===== src/rtl/mem_arbiter_pkg.sv =====
// rtl/mem_arbiter_pkg.sv - shared types, constants and address helper for the memory arbiter
package mem_arbiter_pkg;

    typedef enum logic [1:0] {
        IDLE   = 2'd0,
        FILL_I = 2'd1,
        FILL_D = 2'd2
    } arbState_t;

    localparam int          BLOCK_WORDS = 8;
    localparam logic [15:0] OFFSET_MASK = 16'hFFF0;
    localparam logic [15:0] WORD_STRIDE = 16'd2;

    // Byte address of word idx within a block; wraps modulo 2^16.
    function automatic logic [15:0] wordAddr(input logic [15:0] base, input logic [15:0] idx);
        return base + idx * WORD_STRIDE;
    endfunction

endpackage


===== src/rtl/mem_arbiter_word_counter.sv =====
// rtl/mem_arbiter_word_counter.sv - block word counter with enable, clear and terminal flag
module word_counter #(
    parameter int WIDTH = 3,
    parameter int LAST  = 7
) (
    input  logic             clk,
    input  logic             rst,
    input  logic             en,
    input  logic             clr,
    output logic [WIDTH-1:0] count,
    output logic             terminal
);

    localparam logic [WIDTH-1:0] LAST_V = WIDTH'(LAST);

    assign terminal = (count == LAST_V);

    always_ff @(posedge clk or posedge rst) begin
        if (rst) begin
            count <= '0;
        end else if (clr) begin
            count <= '0;
        end else if (en) begin
            count <= terminal ? '0 : count + WIDTH'(1);
        end
    end

endmodule


===== src/rtl/mem_arbiter.sv =====
// rtl/mem_arbiter.sv - arbitrates I/D cache fills and D write-through onto one main-memory port
module mem_arbiter
    import mem_arbiter_pkg::*;
#(
    parameter int BLOCK_WORDS = mem_arbiter_pkg::BLOCK_WORDS,
    parameter int MEM_LATENCY = 4
) (
    input  logic        clk,
    input  logic        rst,
    input  logic        IReq,
    input  logic [15:0] IAddr,
    input  logic        DReq,
    input  logic [15:0] DAddr,
    input  logic        DWrReq,
    input  logic [15:0] DWrAddr,
    input  logic [15:0] DWrData,
    input  logic [15:0] MemDataIn,
    input  logic        MemDataValid,
    output logic        MemEnable,
    output logic        MemWr,
    output logic [15:0] MemAddr,
    output logic [15:0] MemDataOut,
    output logic [15:0] FillAddr,
    output logic [15:0] FillData,
    output logic        IFillWe,
    output logic        DFillWe,
    output logic        IStall,
    output logic        DStall
);

    localparam int CNT_W = $clog2(BLOCK_WORDS);

    // Memory latency only shapes the external memory; completion is counted on MemDataValid.
    if (MEM_LATENCY < 1) begin : gZeroLatency
    end

    arbState_t        state, nextState;
    logic [15:0]      base, baseNext;
    logic             issueDone;
    logic             inFill, issueEn, recvEn, lastWord, cntClr;
    logic [CNT_W-1:0] issueCnt, recvCnt;
    logic             issueTerm, recvTerm;

    assign inFill   = (state == FILL_I) || (state == FILL_D);
    assign issueEn  = inFill && !issueDone;
    assign recvEn   = inFill && MemDataValid;
    assign lastWord = recvEn && recvTerm;
    assign cntClr   = !inFill;

    word_counter #(.WIDTH(CNT_W), .LAST(BLOCK_WORDS - 1)) uIssueCnt (
        .clk      (clk),
        .rst      (rst),
        .en       (issueEn),
        .clr      (cntClr),
        .count    (issueCnt),
        .terminal (issueTerm)
    );

    word_counter #(.WIDTH(CNT_W), .LAST(BLOCK_WORDS - 1)) uRecvCnt (
        .clk      (clk),
        .rst      (rst),
        .en       (recvEn),
        .clr      (cntClr),
        .count    (recvCnt),
        .terminal (recvTerm)
    );

    always_ff @(posedge clk or posedge rst) begin
        if (rst) begin
            state     <= IDLE;
            base      <= '0;
            issueDone <= 1'b0;
        end else begin
            state <= nextState;
            base  <= baseNext;
            if (lastWord || !inFill) begin
                issueDone <= 1'b0;
            end else if (issueEn && issueTerm) begin
                issueDone <= 1'b1;
            end
        end
    end

    always_comb begin
        nextState  = state;
        baseNext   = base;
        MemEnable  = 1'b0;
        MemWr      = 1'b0;
        MemAddr    = '0;
        MemDataOut = '0;
        FillAddr   = '0;
        FillData   = '0;
        IFillWe    = 1'b0;
        DFillWe    = 1'b0;

        case (state)
            IDLE: begin
                if (DWrReq) begin
                    MemEnable  = 1'b1;
                    MemWr      = 1'b1;
                    MemAddr    = DWrAddr;
                    MemDataOut = DWrData;
                end else if (DReq) begin
                    nextState = FILL_D;
                    baseNext  = DAddr & OFFSET_MASK;
                end else if (IReq) begin
                    nextState = FILL_I;
                    baseNext  = IAddr & OFFSET_MASK;
                end
            end
            FILL_I, FILL_D: begin
                if (issueEn) begin
                    MemEnable = 1'b1;
                    MemAddr   = wordAddr(base, 16'(issueCnt));
                end
                if (recvEn) begin
                    FillData = MemDataIn;
                    FillAddr = wordAddr(base, 16'(recvCnt));
                    IFillWe  = (state == FILL_I);
                    DFillWe  = (state == FILL_D);
                end
                // A pending I miss follows a D fill directly, without an IDLE bubble.
                if (lastWord) begin
                    if (state == FILL_D && IReq) begin
                        nextState = FILL_I;
                        baseNext  = IAddr & OFFSET_MASK;
                    end else begin
                        nextState = IDLE;
                    end
                end
            end
            default: nextState = IDLE;
        endcase

        IStall = IReq && !(state == FILL_I && lastWord);
        DStall = (DReq && !(state == FILL_D && lastWord)) || (DWrReq && state != IDLE);

        if (rst) begin
            MemEnable  = 1'b0;
            MemWr      = 1'b0;
            MemAddr    = '0;
            MemDataOut = '0;
            FillAddr   = '0;
            FillData   = '0;
            IFillWe    = 1'b0;
            DFillWe    = 1'b0;
            IStall     = 1'b0;
            DStall     = 1'b0;
        end
    end

endmodule


===== config.mk =====
export PLATFORM = sky130hd
export DESIGN_NAME = mem_arbiter
export DESIGN_NICKNAME = d
export VERILOG_FILES = /design/src/rtl/mem_arbiter_pkg.sv /design/src/rtl/mem_arbiter_word_counter.sv /design/src/rtl/mem_arbiter.sv
export SDC_FILE = /design/constraint.sdc
export NUM_CORES = 1
export LEC_CHECK = 0
export ABC_AREA = 1
export BUFFER_PORTS_ARGS = -buffer_cell sky130_fd_sc_hd__buf_4
export CORE_MARGIN = 8
export CORE_UTILIZATION = 35
export DETAILED_ROUTE_END_ITERATION = 6
export PLACE_DENSITY = 0.83
export SETUP_SLACK_MARGIN = 0.5
export SLEW_MARGIN = 20
export SYNTH_ARGS = -nofsm -noshare
export SYNTH_HDL_FRONTEND = slang
export SYNTH_SLANG_ARGS = --single-unit

===== constraint.sdc =====
create_clock -name clk -period 2.5 [get_ports clk]
set_input_delay 0.25 -clock clk [delete_from_list [all_inputs] [get_ports clk]]
set_output_delay 0.25 -clock clk [all_outputs]
set_load 0.02 [all_outputs]

==> metrics.cfg, run 1 <==
[status]
status=complete, no violations

[synth]
synth_area_leaders=dfrtp_1, nand2_1, nand3_1
synthFlopType=dfrtp_1
synthArstFlopShare_pct=100
postSynthAreaPerCell_um2=6.00
yosysTopAreaCell=dfrtp_1
syn_inst=314
synth.yosys.seq_area_share_pct=27.9
synth-seq-cells=21
syn-num-nets=408
yosysWarnings=0
synthMostInstantiatedCell=nand2_1
synthTopCellsByCount=nand2_1, nor2_1, nand3_1
yosysUniqueCellTypes=22
yosysTopAreaCellShare_pct=27.9
synth_edf_count=0
syn_area_um2=1880

[place]
io_buffer_count=146
place.gp.congestion=0.802
hpwl_um=5890
pre_cts_ws_ps=321

[global_routing]
grt_usage_pct=16.8
antenna_found_initial=0
overflow=0
grt_pass1_vias=2312
grt_start_max_net_pins=24
grt_pass1_wl_um=10700

[floorplanning]
coreArea_um2=5140
start_util_pct=36.7
die_area_um2=7990
std_cell_rows=26
die_h_um=89.4
pin_count=156
die_w_um=89.4

[clock_tree]
h-tree-depth=1
path_clk_slew_ps=80
clockBufferDepth=2
cts-root-buf=clkbuf_8
cts.sinks=21
cts_tree=yes
clock_latency_ps=260
numCtsBuffers=3

[timing]
worst-slew-pin-transition_ps=786
hold_viol_final=0
timing.final.ws_setup_ps=492
fin_tns_setup_ps=0
setup-violations-final=0
rsz0062_at_grt=true
finalClockSkew_ps=5.35
slew_headroom_pct=47.6
max_freq_mhz=498
fin_crit_ps=2010
fin_crit_sh_pct=80.3
final_max_slew_viol_count=0

[routing]
drt-total-wl_um=7350
vias=2466
drcViolationCount=0
drtIter0Drc=114
post_drt_wl_per_cell_um=13.9
drtPass1Iterations=4
via_per_inst=4.67
ant_nets=0

[setup_path]
r2r-start=state[1]$_DFFE_PP0P_
crit_arrival_ps=1760
reg2reg_slack_ps=710
critPathKind=flip-flop to output port
crit_chain=inv_2 -> ha_4 -> clkinv_8 -> nor2_4 -> nand2_4 -> o21ai_2 -> buf_6
cp-start-kind=flip-flop
crit_fanout=8
ff2ff_path_depth=8
critPathMaxStageDelay_ps=410
slowest_stage=dfrtp_1
end_kind=output port
worstPathRequired_ps=2250
r2r-end=base[4]$_DFFE_PP0P_

[cells_and_area]
num_antenna_cells=0
area_delta_synth_final_pct=72.9
drive_gt1_share_pct=43.2
nets=553

[hold_path]
hp-class=input pin to asynchronous set/reset pin

[power]
cellLeakagePower_nw=1.85
total_power_mw=2.86
pwr_density_cell_nw_per_um2=879
peakVddDrop_uv=579

[flow_run]
drv_cap=0

## report_power, final
group	leakage, nW	switching (mW)	internal [mW]
clock	0.0255	0.115	0.111
sequential	0.271	0.0922	0.479
combinational	1.56	1.27	0.797
## how the worst max path moves through the flow
stage | start | end
after global routing | state[1]$_DFFE_PP0P_ | MemAddr[8]
final | state[1]$_DFFE_PP0P_ | MemAddr[11]
after global placement | state[1]$_DFFE_PP0P_ | MemAddr[15]
after detailed placement | state[1]$_DFFE_PP0P_ | MemAddr[5]
after CTS | state[1]$_DFFE_PP0P_ | MemAddr[10]
after floorplan | state[0]$_DFFE_PP0P_ | MemDataOut[10]
## cell families after synthesis
kind of cell	Yosys count	synth area share [%]
AND/OR/NAND/NOR	191	43.2
flip-flops	21	27.9
other	1	0.199
adder cells (fa/ha/maj)	8	5.31
buffers and inverters	64	15.1
AO/OA/AOI/OAI	29	8.23
## flip-flops by register name (all words and copies together) (netlist names)
register         cells
uRecvCnt.count       3
uIssueCnt.count      3
state                2
issueDone            1
base                12
## cell usage in the layout, fill, tap and decap left out, types with 2 or more instances in the layout
cell type,count
a21oi_1,2
buf_4,146
buf_6,9
clkbuf_8,3
dfrtp_1,21
ha_1,6
inv_1,40
inv_2,4
nand2_1,77
nand2_2,4
nand2_4,4
nand3_1,45
nor2_1,55
nor2_2,2
nor2_4,4
o21ai_0,9
o21ai_1,2
o21ai_2,13
## area by class of cell
class,instances,area [um^2]
clock buffers,3,41.3
clock inverters,1,5.00
well taps,70,87.6
inverters,47,195
fillers,489,1880
multi-input cells,230,1190
flip-flops and latches,21,526
repair buffers,156,1220
## through the flow
| stage | hold slack [ps] | cells | cell area, um^2 | util, % |
|---|---|---|---|---|
| after detailed placement | 463 | 515 | 2980 | 57.9 |
| after CTS | 215 | 524 | 3110 | 60.5 |
| after global placement | 456 | 515 | 2980 | 57.9 |
| after global routing | 271 | 528 | 3260 | 63.4 |
| after floorplan | 227 | 314 | 1880 | - |
| final | 196 | 528 | 3260 | 63.4 |
## per-layer routing
layer / part of all wire (%) / GRT usage [%] / up-vias
met4: 0.83 / 4.53 / 0
met2: 53 / 32.1 / 95
li1: - / - / 1253
met5: 0 / 0 / -
met3: 8.9 / 2.85 / 4
met1: 37 / 18.4 / 1114
## worst max-delay path, delay by kind of cell, from the launching register on
| family | cells | cell delay [ps] |
|---|---|---|
| flip-flops | 1 | 410 |
| AO/OA/AOI/OAI | 1 | 170 |
| adder cells (fa/ha/maj) | 1 | 320 |
| AND/OR/NAND/NOR | 2 | 310 |
| buffers and inverters | 3 | 280 |
## what timing repair did
| action | 4_1_cts | 5_1_grt |
|---|---|---|
| cloned | 1 | 0 |
| buffers inserted | 4 | 4 |
| resized for setup | 8 | 39 |
| hold buffers | 0 | 0 |
| endpoints found under the setup margin | 50 | 61 |
| pin swaps | 1 | 5 |
Power figures use the tool's default switching activity.
==> run 2, diff against run 1 <==
Clock period 2.5 ns to 2.1 ns, I/O delays scaled along.
==> run 2 against run 1 <==
Against the previous run:
- sequential power grew 25%
- clock power grew 23%
- via count grew 10%
- register-to-register slack lost 430 ps
- first-iteration DRC count grew 78%
- sequential cell count is the same
- routed wire length grew 21%
- critical endpoint is now MemAddr[12]
- worst hold slack lost 35 ps
- critical path depth grew 1
==> metrics.cfg, run 2 (same netlist as run 1, synthesis figures left out) <==
[routing]
drtPass1Iterations=4  ; unchanged
drt-total-wl_um=8860  ; +21%
via_per_inst=4.94  ; +5.8%
ant_nets=0  ; unchanged
drcViolationCount=0  ; unchanged
vias=2713  ; +10%
post_drt_wl_per_cell_um=16.1  ; +16%
drtIter0Drc=203  ; +78%

[clock_tree]
cts-root-buf=clkbuf_8
ctsHoldBuffers=0  ; unchanged
clockBufferDepth=2  ; unchanged
cts_tree=yes
clock_latency_ps=270  ; about the same
cts.sinks=21  ; unchanged
h-tree-depth=1  ; unchanged
path_clk_slew_ps=90  ; about the same
numCtsBuffers=3  ; unchanged

[timing]
worst-slew-pin-transition_ps=801  ; +15.0 ps
fin_crit_ps=1990
slew_headroom_pct=46.6  ; -1.0 points
fin_tns_setup_ps=0  ; unchanged
fin_crit_sh_pct=94.7
rsz0062_at_grt=true
setup-violations-final=0  ; unchanged
hold_ws_ps=161  ; -35.0 ps
hold_viol_final=0  ; unchanged
finalClockSkew_ps=14.3  ; +8.93 ps
max_freq_mhz=503
timing.final.ws_setup_ps=111  ; -381 ps
final_max_slew_viol_count=0  ; unchanged

[floorplanning]
die_w_um=89.4  ; unchanged
die_area_um2=7990  ; unchanged
die_h_um=89.4  ; unchanged
pin_count=156  ; unchanged
start_util_pct=36.7  ; unchanged
coreArea_um2=5140  ; unchanged
std_cell_rows=26  ; unchanged

[cells_and_area]
multi_input_area_um2=1640  ; +39%
regMostFlops=base
largestRegisters=base: 12 flops, uIssueCnt.count: 3 flops, uRecvCnt.count: 3 flops
drive_gt1_share_pct=59.3  ; +16 points
num_antenna_cells=0  ; unchanged
largest_register_ff_count=12  ; unchanged
fin_util_pct=78.3  ; +15 points
fillCellCount=349  ; -29%
layout_common_cells=buf_4, nand2_1, inv_1, nand3_1, nor2_1
area_delta_synth_final_pct=114
final-seq-area_um2=528  ; +0.48%
final_common_cell=buf_4
nets=574  ; +3.8%

[power]
total_power_mw=4.72  ; +65%
peakVddDrop_uv=1120  ; +93%
cellLeakagePower_nw=2.04  ; +10%
pwr_density_cell_nw_per_um2=1170  ; +33%

[status]
status=complete, no violations

[global_routing]
grt_pass1_wl_um=11900  ; +11%
grt_start_max_net_pins=22  ; -8.3%
overflow=0  ; unchanged
grt_usage_pct=18.8  ; +2.0 points
antenna_found_initial=0  ; unchanged
grt_pass1_vias=2695  ; +17%

[setup_path]
cp-start-kind=flip-flop
crit_fanout=8  ; unchanged
crit_arrival_ps=1780  ; +20 ps
end_kind=output port
critPathKind=flip-flop to output port
worstPathRequired_ps=1890  ; -360 ps

[hold_path]
hp-class=input pin to asynchronous set/reset pin

[place]
pre_cts_ws_ps=254  ; -67.0 ps
io_buffer_count=146  ; unchanged
place.gp.congestion=0.853  ; +6.3%
hpwl_um=5860  ; -0.50%

[flow_run]
drv_cap=0  ; unchanged

run 2: cell types whose count changed in the layout (fill, tap and decap cells not counted), sizes merged:
cell,change
buf,+17
clkbuf,+2
clkinv,-1
clkinvlp,+1
inv,+1
nand2,+1
run 2: power by group:
part | switching [mW] | internal, mW | leakage (nW)
registers | 0.142 | 0.573 | 0.269
clock network | 0.144 | 0.132 | 0.0255
logic | 2.13 | 1.60 | 1.74
run 2: metal layers:
metal  track usage (%)  up-vias  wire length (um)
met2              35.9      137              4850
met3              5.42       14               978
met1              19.1     1259              2870
met4              5.89        0               163
met5                 0        -                 0
li1                  -     1303                 -
run 2: worst paths after layout:
kind / from / to / slack, ps / depth (start not counted)
worst min register to register: base[12]$_DFFE_PP0P_ / base[12]$_DFFE_PP0P_ / 500 / 2
worst max register to register: state[1]$_DFFE_PP0P_ / base[7]$_DFFE_PP0P_ / 280 / 10
worst min-delay path: rst / state[0]$_DFFE_PP0P_ / 160 / 2
max in group asynchronous: rst / state[1]$_DFFE_PP0P_ / 1390 / 2
min in group clk: MemDataValid / uRecvCnt.count[0]$_DFFE_PP0P_ / 260 / 3
worst max-delay path: state[1]$_DFFE_PP0P_ / MemAddr[12] / 110 / 8
run 2: layout make-up:
| class | count | area share [%] |
|---|---|---|
| multi-input combinational | 231 | 40.8 |
| timing repair buffer | 175 | 37.5 |
| sequential | 21 | 13.1 |
| inverter | 47 | 5.04 |
| tap | 70 | 2.18 |
| clock buffer | 3 | 1.03 |
| timing repair inverter | 1 | 0.187 |
| clock inverter | 1 | 0.124 |
run 2: metrics by stage:
step | cells | cell area (um^2)
floorplan | 314 | 2140
global placement | 517 | 3230
CTS | 537 | 3580
global route | 549 | 4030
detailed placement | 517 | 3230
finish | 549 | 4030
run 2: critical path, stage by stage (launching register included):
cell,delay [ps]
dfrtp_2,440
inv_2,70
ha_4,330
inv_8,40
nor2_4,100
buf_12,140
nand2_8,100
o21ai_4,160
buf_6,140
run 2: what timing repair did:
action                     4_1_cts  5_1_grt
gates resized for setup         44       79
setup endpoints to repair       80       84
gates cloned                     4        2
pin swaps                       12       33
setup buffers                   12       10
